## src/rtl/park_lane_counter.sv

```systemverilog
// Multi-lane parking occupancy counter: two-beam direction sensing per lane,
// synchronized and debounced beams, per-lane sequence FSMs, saturated count.
module park_lane_counter #(
  parameter int NUM_LANES = 2,
  parameter int CNT_W     = 8,
  parameter int CAPACITY  = 200,
  parameter int TICK_DIV  = 262144,
  parameter int DEB_LEN   = 4
) (
  input  logic                 Clk,
  input  logic                 Reset,
  input  logic [NUM_LANES-1:0] SensA,
  input  logic [NUM_LANES-1:0] SensB,
  output logic [CNT_W-1:0]     CarCount,
  output logic                 Full,
  output logic                 Empty,
  output logic [NUM_LANES-1:0] InPulse,
  output logic [NUM_LANES-1:0] OutPulse,
  output logic [NUM_LANES-1:0] LaneBusy,
  output logic                 ClampErr
);

  localparam int PW    = (TICK_DIV > 1) ? $clog2(TICK_DIV) : 1;
  localparam int SUM_W = CNT_W + 4;
  localparam logic [PW-1:0]           PSC_MAX = PW'(TICK_DIV - 1);
  localparam logic signed [SUM_W-1:0] CAP_S   = SUM_W'(CAPACITY);
  localparam logic [CNT_W-1:0]        CAP_C   = CNT_W'(CAPACITY);

  typedef enum logic [2:0] {IDLE, IN1, IN2, IN3, OUT1, OUT2, OUT3} lane_st_t;

  logic [PW-1:0]          psc;
  logic                   vld_p1;
  logic [NUM_LANES-1:0]   sa_p0, sa_p1, sb_p0, sb_p1;
  logic [DEB_LEN-1:0]     hista_p2 [NUM_LANES];
  logic [DEB_LEN-1:0]     histb_p2 [NUM_LANES];
  logic [NUM_LANES-1:0]   deba_p3, debb_p3;
  lane_st_t               st_p4 [NUM_LANES];
  lane_st_t               st_d  [NUM_LANES];
  logic [NUM_LANES-1:0]   in_d, out_d, inp_p4, outp_p4, busy_p4;
  logic signed [SUM_W-1:0] sum_d;
  logic                   clamp_d;
  logic [CNT_W-1:0]       cnt_p5;
  logic                   clamp_p5;

  function automatic logic signed [SUM_W-1:0] popcnt(input logic [NUM_LANES-1:0] v);
    logic signed [SUM_W-1:0] n;
    n = '0;
    for (int i = 0; i < NUM_LANES; i++)
      n = n + $signed({{(SUM_W-1){1'b0}}, v[i]});
    return n;
  endfunction

  function automatic logic [CNT_W-1:0] sat_count(input logic signed [SUM_W-1:0] v);
    logic [CNT_W-1:0] r;
    if (v[SUM_W-1])    r = '0;
    else if (v > CAP_S) r = CAP_C;
    else               r = v[CNT_W-1:0];
    return r;
  endfunction

  function automatic logic sat_hit(input logic signed [SUM_W-1:0] v);
    return v[SUM_W-1] || (v > CAP_S);
  endfunction

  // Debounce sample strobe; constant 1 when TICK_DIV == 1
  assign vld_p1 = (psc == PSC_MAX);

  // p0/p1: two-flop synchronizers; p2: sample history; p3: debounced beams
  always_ff @(posedge Clk) begin
    if (Reset) begin
      psc     <= '0;
      sa_p0   <= '0;
      sa_p1   <= '0;
      sb_p0   <= '0;
      sb_p1   <= '0;
      deba_p3 <= '0;
      debb_p3 <= '0;
      for (int i = 0; i < NUM_LANES; i++) begin
        hista_p2[i] <= '0;
        histb_p2[i] <= '0;
      end
    end else begin
      psc   <= vld_p1 ? '0 : psc + 1'b1;
      sa_p0 <= SensA;
      sa_p1 <= sa_p0;
      sb_p0 <= SensB;
      sb_p1 <= sb_p0;
      if (vld_p1) begin
        for (int i = 0; i < NUM_LANES; i++) begin
          hista_p2[i] <= {hista_p2[i][DEB_LEN-2:0], sa_p1[i]};
          histb_p2[i] <= {histb_p2[i][DEB_LEN-2:0], sb_p1[i]};
          if (&hista_p2[i])       deba_p3[i] <= 1'b1;
          else if (~|hista_p2[i]) deba_p3[i] <= 1'b0;
          if (&histb_p2[i])       debb_p3[i] <= 1'b1;
          else if (~|histb_p2[i]) debb_p3[i] <= 1'b0;
        end
      end
    end
  end

  // p4: lane direction FSMs; an event fires only on the final return to IDLE
  always_comb begin
    logic [1:0] ab;
    ab    = 2'b00;
    in_d  = '0;
    out_d = '0;
    for (int i = 0; i < NUM_LANES; i++) begin
      st_d[i] = st_p4[i];
      ab      = {deba_p3[i], debb_p3[i]};
      case (st_p4[i])
        IDLE: if (ab == 2'b10) st_d[i] = IN1;
              else if (ab == 2'b01) st_d[i] = OUT1;
        IN1:  if (ab == 2'b11) st_d[i] = IN2;
              else if (ab == 2'b00) st_d[i] = IDLE;
        IN2:  if (ab == 2'b01) st_d[i] = IN3;
              else if (ab == 2'b10) st_d[i] = IN1;
        IN3:  if (ab == 2'b00) begin
                st_d[i] = IDLE;
                in_d[i] = 1'b1;
              end else if (ab == 2'b11) st_d[i] = IN2;
        OUT1: if (ab == 2'b11) st_d[i] = OUT2;
              else if (ab == 2'b00) st_d[i] = IDLE;
        OUT2: if (ab == 2'b10) st_d[i] = OUT3;
              else if (ab == 2'b01) st_d[i] = OUT1;
        OUT3: if (ab == 2'b00) begin
                st_d[i]  = IDLE;
                out_d[i] = 1'b1;
              end else if (ab == 2'b11) st_d[i] = OUT2;
        default: st_d[i] = IDLE;
      endcase
    end
  end

  // p5: entries and exits from all lanes net out before the clamp
  assign sum_d   = $signed({4'b0000, cnt_p5}) + popcnt(inp_p4) - popcnt(outp_p4);
  assign clamp_d = sat_hit(sum_d);

  always_ff @(posedge Clk) begin
    if (Reset) begin
      for (int i = 0; i < NUM_LANES; i++) st_p4[i] <= IDLE;
      inp_p4   <= '0;
      outp_p4  <= '0;
      busy_p4  <= '0;
      cnt_p5   <= '0;
      clamp_p5 <= 1'b0;
    end else begin
      for (int i = 0; i < NUM_LANES; i++) begin
        st_p4[i]   <= st_d[i];
        busy_p4[i] <= (st_d[i] != IDLE);
      end
      inp_p4   <= in_d;
      outp_p4  <= out_d;
      cnt_p5   <= sat_count(sum_d);
      clamp_p5 <= clamp_d;
    end
  end

  assign CarCount = cnt_p5;
  assign Full     = (cnt_p5 == CAP_C);
  assign Empty    = (cnt_p5 == '0);
  assign InPulse  = inp_p4;
  assign OutPulse = outp_p4;
  assign LaneBusy = busy_p4;
  assign ClampErr = clamp_p5;

endmodule

```

## config.mk

```make
export PLATFORM = sky130hd
export DESIGN_NAME = park_lane_counter
export DESIGN_NICKNAME = d
export VERILOG_FILES = /design/src/rtl/park_lane_counter.sv
export SDC_FILE = /design/constraint.sdc
export NUM_CORES = 1
export LEC_CHECK = 0
export ABC_AREA = 1
export ABC_CLOCK_PERIOD_IN_PS = 4700
export CAP_MARGIN = 20
export CORE_ASPECT_RATIO = 0.7
export CORE_MARGIN = 1.5
export CORE_UTILIZATION = 47
export CTS_CLUSTER_DIAMETER = 50
export DETAILED_ROUTE_END_ITERATION = 10
export HOLD_SLACK_MARGIN = 0.06
export PLACE_DENSITY = 0.73
export SETUP_SLACK_MARGIN = 0.02
export SLEW_MARGIN = 20
export SYNTH_ARGS = -nofsm -noshare
export SYNTH_HDL_FRONTEND = slang
export SYNTH_SLANG_ARGS = --single-unit
```

## constraint.sdc

```tcl
create_clock -name Clk -period 4.7 [get_ports Clk]
set_input_delay 0.47 -clock Clk [delete_from_list [all_inputs] [get_ports Clk]]
set_output_delay 0.47 -clock Clk [all_outputs]
set_load 0.02 [all_outputs]
```

======== After elaboration in Yosys (flattened, before gate mapping) ========
Memory sizes are Yosys's and may differ from the RTL's.
Index checks and enable logic that the tools add are counted.
W data, S select, Z words.
cells by class
  add/sub/neg operators ................... 5
  order comparisons ....................... 1
  equality and inequality tests ........... 24
  multiplexer cells ....................... 49
  bitwise logic cells ..................... 10
  reductions and logical operators ........ 27
operators with widths
  operator                 number
  $mux W3                  26
  $pmux W3 S7              2
  $add A18 B1 Y18 const B  1
  $eq A18 B18 Y1 const B   1
  $eq A3 B3 Y1 const B     6
  $mux W1                  16
  $mux W4                  4
  $reduce_and A4 Y1        4
  $reduce_or A4 Y1         4
  $eq A3 B2 Y1 const B     4
  $reduce_or A2 Y1         6
  $gt A10 B9 Y1 const B    1
  $sub A9 B2 Y10           1
  $add A8 B2 Y9            1
  $eq A2 B2 Y1 const B     4
  $eq A8 B8 Y1 const B     1
  $logic_not A8 Y1         1
  $mux W8                  1
  $ne A2 B2 Y1 const B     4
  $reduce_and A2 Y1        4
  $eq A3 B1 Y1 const B     2
  $logic_not A3 Y1         2
  $or A1 B1 Y1             6
  $reduce_bool A3 Y1       2
  other kinds (6)          12
storage, ports and cells
  flip-flop bits (word level) ............. 45
  bits in writable memories ............... 22
  output and inout port bits .............. 17
  word-level logic and storage cells ...... 136
  memories kept ........................... 3
memories
  name      depth  width  rd ports  clocked after memory_dff  wr ports  RTL line  RTL
  hista_p2  2      4      2         0                         2         34        logic [DEB_LEN-1:0] hista_p2 [NUM_LANES];
  histb_p2  2      4      2         0                         2         35        logic [DEB_LEN-1:0] histb_p2 [NUM_LANES];
  st_p4     2      3      2         0                         2         37        lane_st_t st_p4 [NUM_LANES];

======== Longest topological paths before layout ========
Gate-level depths: netlist (run 1).
  word-level depth ........................ 5
  mapped depth ............................ 19
  mapped depth without buffers ............ 19

======== Least setup slack after synthesis (run 1) ========
OpenSTA, ideal clock, no wires.
  path kind ............................... reg2reg
  from .................................... reg outp_p4[0], in the netlist OutPulse[0]
  to ...................................... reg cnt_p5[0], in the netlist CarCount[0]
  library setup time ...................... 0.067 ns
  data arrival time ....................... 2.663 ns
  required time ........................... 4.633 ns
  slack ................................... 1.970 ns
  cell stages (with the launch flop) ...... 18
  path buffers ............................ 0
  clock period less this slack ............ 2.730 ns
  path through ............................ dfxtp_1 > inv_1 > fa_1 > inv_1 > ha_1 > inv_1 > ha_1 > inv_1 > fa_1 > inv_1 > nand2_1 > nand2_1 > nand3_1 > nand3_1 > nand2_1 > nor2_1 > nand3_1 > nor2_1
on the way
  longest elaborated chain between the ends .. 4
RTL lines
  what                               RTL line  RTL
  start, declared                    39        logic [NUM_LANES-1:0] in_d, out_d, inp_p4, outp_p4, busy_p4;
  start signal, assigned             152       outp_p4 <= out_d;
  $add A1 B1 Y2 *                    49        n = n + $signed({{(SUM_W-1){1'b0}}, v[i]});
  $sub A9 B2 Y10 *                   135       assign sum_d = $signed({4'b0000, cnt_p5}) + popcnt(inp_p4) - popcnt(outp_p4);
  $gt A10 B9 Y1                      56        else if (v > CAP_S) r = CAP_C;
  $reduce_or A3 Y1 (no source line)  -
  end signal, assigned               153       cnt_p5 <= sat_count(sum_d);
  end, declared                      42        logic [CNT_W-1:0] cnt_p5;
Mark *: on every way between the ends. The rest lies on a longest branch, timed or not.
A chain may end at the register's enable or synchronous reset.

======== Worst setup path in the final report (run 1) ========
  from .................................... reg outp_p4[0], in the netlist OutPulse[0]
  to ...................................... reg cnt_p5[1], in the netlist CarCount[1]
The elaborated chain is that of the path after synthesis.

==> run metrics, run 1 <==
Synth Warn # 0; vias in the first global route 2642; CP Class flop to flop; final setup fails 0; Startpoint Class flop; setup_tns 0 ps; # fillers 626; WL met1 3287 um; top-area cell type share of the netlist area 0.2975; Synth Area in XOR/XNOR 0.01531; Crit path largest cell delay 410 ps; critical path endpoint category flop; critical path's most frequent cell inv_1; core area 6913 sq um; root buffer cell clkbuf_8; routability cong. 0.8909; total CTS buffers 9; Netlist Area Pre-Place 3432 sq um; Slew Limit Fails 0; Die Area 7832 sq um; outcome finished, final reports clean; CP Depth 17; Skew-Pair Late Insertion Delay 340 ps; clock sink count 67; Max stage delay cell, worst path fa_1; PortBufs 22; HP Start sb_p0[1]; CTS tree yes; Nets 498; # Post-CTS Setup Buffers 0; EDFF count, synth 16; diodes inserted 0; maximum fanout along the worst path 5; RSZ-0062 raised after global routing no; area share of fa/ha/maj cells after synthesis 0.07218; WL final 6584 um; critical path arrival 3210 ps; Syn Area/Cell 7.712 sq um; compound-gate portion of the synthesized area 0.05906; Synth area leaders dfxtp_1, edfxtp_1, nand2_1; Synth area leader dfxtp_1; CTS-repair resized insts 0; 1st-iter DRT viols 125; Bufs and invs on worst path 5; post-synthesis instance total 445; first-pass GRT wire length 11340 um; worst reg2reg setup slack 1760 ps; Initial Utilization 0.4965; Routed WL per cell 11.49 um; Die W 105.1 um; Worst-Margin Slew 690.2 ps; r2r worst-path depth 17; Min-Delay Path Class flop to flop; Critical Path RT 4980 ps; clk slew on worst S/H paths 70 ps; Initial DRT Pass Iterations 5; Max H-tree Level 3; total global routing overflow 0; ratio of cells with drive above 1 in the final layout 0.08559; PnR worst setup slack 1764 ps; clk buf depth 2; Synth Area in Simple Gates 0.3164; multi-input logic area 1589 sq um; post-synth cell types 36; RR Startpoint OutPulse[0]; Syn Nets 469; Final Hold Viols 0; Fmax 0.3406 GHz; Place WS 1822 ps; hold depth 2; Ports 23; Final Cycle Share 0.6246; global router's overall resource usage 0.1858; Lkg Pwr 0.001707 uW; Worst slew margin 0.5382; Post-DP HPWL 4934 um; area delta synth->final 14.76%; DRC 0; initial antenna violation count 0; # rows 25; Die Ht 74.50 um; Max Cap Viol 0; # hold bufs at CTS 0; FF+latch area 1501 sq um; CP Cell Sequence inv_1 -> fa_1 -> inv_1 -> ha_1 -> inv_1 -> ha_1 -> inv_1 -> fa_1 -> inv_1 -> nand2_1 -> nand2_1 -> nand3_1 -> nand3_1 -> nand2_1 -> nor2_1 -> nand3_1 -> nor2_1; Via density 4.890; main combinational cell family by area after synthesis simple AND/OR/NAND/NOR gates; via count 2802; met2 WL post-DR 3043 um; Peak VDD IR 0.2232 mV; pwr dens 442.1 nW/um^2; CP top delay family adder cells; Critical Path Start OutPulse[0]; fin crit period 2936 ps; highest routed layer met4; Post-synth ARST share 0; largest net degree at the start of global routing 34; sequential area share after synthesis 0.4375; #FFs+latches synth 67; post-synthesis mux area share 0; Final ANT Viol Nets 0; Synth Flop Type dfxtp_1; met3 routed WL 224 um; clk_skew 8.221 ps
## where the power goes
part / leakage, uW / switching (uW) / internal, uW / total (uW)
sequential: 0.000566 / 29.8 / 629 / 658
combinational: 0.00104 / 394 / 237 / 631
clock: 0.0000997 / 203 / 249 / 452
## flip-flops by register name, indices dropped and copies added, names as in the netlist, 6 cells and up
signal,count
st_p4,6
hista_p2,8
CarCount,8
psc,18
histb_p2,8
## layout make-up
type / instances / share of cell area
inverters: 83 / 0.07910
well taps: 94 / 0.02986
clock inverters: 1 / 0.001271
repair buffers: 23 / 0.05781
clock buffers: 15 / 0.04733
multi-input cells: 290 / 0.4034
flip-flops and latches: 67 / 0.3812
## per-stage QoR
step | hold slack [ps] | cells | util | area, sq um | total power [uW]
2_1_floorplan | 388.3 | 445 | - | 3432 | 1127
3_3_place_gp | 389.0 | 557 | 0.5421 | 3747 | 1282
3_5_place_dp | 393.4 | 557 | 0.5421 | 3747 | 1298
4_1_cts | 401.6 | 573 | 0.5698 | 3939 | 1760
5_1_grt | 423.4 | 573 | 0.5698 | 3939 | 1876
6_report | 397.4 | 573 | 0.5698 | 3939 | 1741
## path summary, 6_finish.rpt
check                              endpoint
worst min register to register     sb_p1[1]
worst min-delay path               sb_p1[1]
worst max register to register  CarCount[1]
worst max-delay path            CarCount[1]
## placed cells by master, fill, tap and decap left out, drive strengths merged
| cell type | n |
|---|---|
| nand3 | 40 |
| clkdlybuf4s50 | 22 |
| nor4 | 1 |
| o221ai | 2 |
| nor2 | 66 |
| or2 | 4 |
| nor3 | 8 |
| nand2 | 94 |
| o2111ai | 1 |
| o21ai | 9 |
| nand3b | 1 |
| o2111a | 1 |
| o31ai | 4 |
| xor2 | 4 |
| dfxtp | 51 |
| clkbuf | 15 |
| a21oi | 18 |
| nand4 | 14 |
| fa | 3 |
| clkinv | 3 |
| xnor2 | 2 |
| edfxtp | 16 |
| ha | 15 |
| inv | 81 |
| buf | 1 |
| nor3b | 3 |
## worst min-delay path, delay by kind of cell, from the launching register on
kind,cells,cell delay (ps)
buffers and inverters,1,40
DFF,1,290
and+or+nand+nor,1,30
## kinds of logic (layout without fill, tap and decap cells)
kind of cell | after synthesis | in the layout
AOI/OAI and AO/OA | 35 | 35
xor gates and xnor gates | 6 | 6
adders and majority gates | 18 | 18
buffers and inverters | 88 | 122
DFF | 67 | 67
and+or+nand+nor | 231 | 231
## Yosys cell counts (all sizes together), types with 3 or more instances
| cell type | instances |
|---|---|
| dfxtp | 51 |
| nor3 | 8 |
| inv | 81 |
| clkbuf | 3 |
| nor3b | 3 |
| or2 | 4 |
| o31ai | 4 |
| nand2 | 94 |
| a21oi | 18 |
| fa | 3 |
| edfxtp | 16 |
| nor2 | 66 |
| xor2 | 4 |
| nand4 | 14 |
| o21ai | 9 |
| ha | 15 |
| nand3 | 40 |
## routing by layer
metal,vias up,global-route usage
met1,1288,0.2298
li1,1480,-
met4,0,0.05479
met5,-,0
met2,30,0.3086
met3,4,0.06924
Power figures use the tool's default switching activity.
==> inputs of run 2 (changes only) <==
--- a/config.mk
+++ b/config.mk
@@ -6,7 +6,7 @@
 export NUM_CORES = 1
 export LEC_CHECK = 0
 export ABC_AREA = 1
-export ABC_CLOCK_PERIOD_IN_PS = 4700
+export ABC_CLOCK_PERIOD_IN_PS = 2800
 export CAP_MARGIN = 20
 export CORE_ASPECT_RATIO = 0.7
 export CORE_MARGIN = 1.5
==> constraint.sdc (replaced) <==
create_clock -name Clk -period 2.8 [get_ports Clk]
set_input_delay 0.28 -clock Clk [delete_from_list [all_inputs] [get_ports Clk]]
set_output_delay 0.28 -clock Clk [all_outputs]
set_load 0.02 [all_outputs]
==> run metrics, run 2 (synthesized netlist as in run 1, its figures left out) <==
Max Cap Viol 0 (unchanged); Biggest register psc; critical path endpoint category flop; # hold bufs at CTS 0 (unchanged); Worst-Margin Slew 586.1 ps (-104.1 ps); Area after DPL 3770 sq um (+0.60%); # fillers 616 (-1.6%); clk buf depth 2 (unchanged); Nets 502 (+0.80%); met3 routed WL 205 um (-8.5%); Die Area 7832 sq um (unchanged); root buffer cell clkbuf_8; pwr dens 787.0 nW/um^2 (+78%); most frequent cells in the layout nand2_1, inv_1, nor2_1, dfxtp_1, nand3_1; ratio of cells with drive above 1 in the final layout 0.1180 (+0.03242); Critical Path RT 3030 ps (-1950 ps); # rows 25 (unchanged); total global routing overflow 0 (unchanged); RSZ-0062 raised after global routing no; via count 2838 (+1.3%); total CTS buffers 9 (unchanged); Post-DP HPWL 4844 um (-1.8%); met2 WL post-DR 3093 um (+1.6%); largest net degree at the start of global routing 26 (-24%); Worst slew margin 0.6079 (+0.06967); initial antenna violation count 0 (unchanged); critical path arrival 2890 ps (-320 ps); Peak VDD IR 0.4727 mV (+110%); final setup fails 0 (unchanged); commonest non-fill, non-tap cell in the layout nand2_1; Max H-tree Level 3 (unchanged); Die W 105.1 um (unchanged); Final Hold Viols 0 (unchanged); outcome finished, final reports clean; multi-input logic area 1649 sq um (+3.8%); core area 6913 sq um (unchanged); Initial DRT Pass Iterations 4 (-1); Lkg Pwr 0.001732 uW (+1.5%); hold depth 2 (unchanged); FF+latch area 1503 sq um (about the same); final instance area 4021 sq um (+2.1%); DRC 0 (unchanged); switching power 1220 uW (+95%); WL met1 3330 um (+1.3%); Ports 23 (unchanged); clk_skew 10.26 ps (+2.037 ps); Initial Utilization 0.4965 (unchanged); clk slew on worst S/H paths 70 ps (about the same); WL final 6674 um (+1.4%); Final Cycle Share 0.9501 (+0.3255); P_int 1945 uW (+74%); global router's overall resource usage 0.1814 (-0.004389); Slew Limit Fails 0 (unchanged); max FFs per register 18 (unchanged); Skew-Pair Late Insertion Delay 340 ps (about the same); Final ANT Viol Nets 0 (unchanged); diodes inserted 0 (unchanged); clock network fraction of total power 0.231 (-0.029); fin crit period 2660 ps (-275.4 ps); Fmax 0.3759 GHz (+10%); Sw Share 0.3854 (+0.02554); area delta synth->final 17.17%; routability cong. 0.8488 (-4.7%); Startpoint Class flop; Comb pwr share 0.420 (+0.058); first-pass GRT wire length 11250 um (-0.85%); r2r worst-path depth 16 (-1); maximum fanout along the worst path 5 (unchanged); Die Ht 74.50 um (unchanged); clock sink count 67 (unchanged); CP Class flop to flop; highest routed layer met4; Routed WL per cell 11.57 um (+0.66%); Via density 4.919 (+0.58%); vias in the first global route 2611 (-1.2%); final core occ 0.5817 (+0.01194); 1st-iter DRT viols 81 (-35%); CTS tree yes; Sequential Power Share 0.349 (-0.029); PortBufs 22 (unchanged); Min-Delay Path Class flop to flop
## run 2: changes by cell type in the layout (fill, tap and decap cells not counted), sizes merged
cell and delta:
clkbuf -1, buf +4, clkinv +1
## run 2: critical path, stage by stage, from the launching register on
cell and delay (ps):
dfxtp_2 320, inv_1 50, fa_1 530, fa_1 200, ha_2 180, inv_1 50, fa_2 380, inv_1 60
nand2_1 60, nand2_2 70, nand3_2 90, nand3_2 90, nand2_2 70, nor2_4 190, nand3_1 110, nand2_1 60
inv_1 40
## run 2: layout make-up
| type | count | share of cell area |
|---|---|---|
| clock buffers | 14 | 0.04294 |
| clock inverters | 2 | 0.002489 |
| inverters | 83 | 0.07747 |
| multi-input cells | 290 | 0.4101 |
| flip-flops and latches | 67 | 0.3737 |
| well taps | 94 | 0.02925 |
| repair buffers | 27 | 0.06409 |
## run 2: metrics by stage
| stage | total power [uW] | TNS (ps) | worst slack [ps] | hold WS [ps] | std cells |
|---|---|---|---|---|---|
| global route | 3359 | 0 | 2.537 | 423.3 | 577 |
| global placement | 2157 | 0 | 22.54 | 389.1 | 560 |
| CTS | 2971 | 0 | 22.78 | 410.1 | 576 |
| floorplan | 1891 | 0 | 69.87 | 387.0 | 445 |
| finish | 3165 | 0 | 139.7 | 408.8 | 577 |
| detailed placement | 2177 | -171.8 | -36.99 | 393.3 | 560 |
## run 2: power by group through the flow
stage          Sequential (uW)  Clock (uW)  Combinational [uW]
2_1_floorplan             1160           0                 731
3_3_place_gp              1120           0                1030
3_5_place_dp              1130           0                1050
4_1_cts                   1100         752                1110
5_1_grt                   1110         787                1460
6_report                  1100         733                1330
## run 2: worst paths after layout
kind          startpoint     endpoint  slack [ps]
min             sb_p0[0]     sb_p1[0]         410
max reg2reg  OutPulse[0]  CarCount[6]         140
max          OutPulse[0]  CarCount[6]         140
min reg2reg     sb_p0[0]     sb_p1[0]         410
## run 2: repair_timing
action / 4_1_cts / 5_1_grt
endpoints found under the hold margin: 0 / 0
setup buffers: 0 / 1
setup endpoints to repair: 7 / 8
pin swaps: 0 / 3
gates resized for setup: 2 / 13
cloned: 0 / 0
## run 2: routing by layer
metal,vias up,global-route usage
met3,5,0.05083
met4,0,0.05479
met5,-,0
met1,1317,0.2296
met2,35,0.3079
li1,1481,-
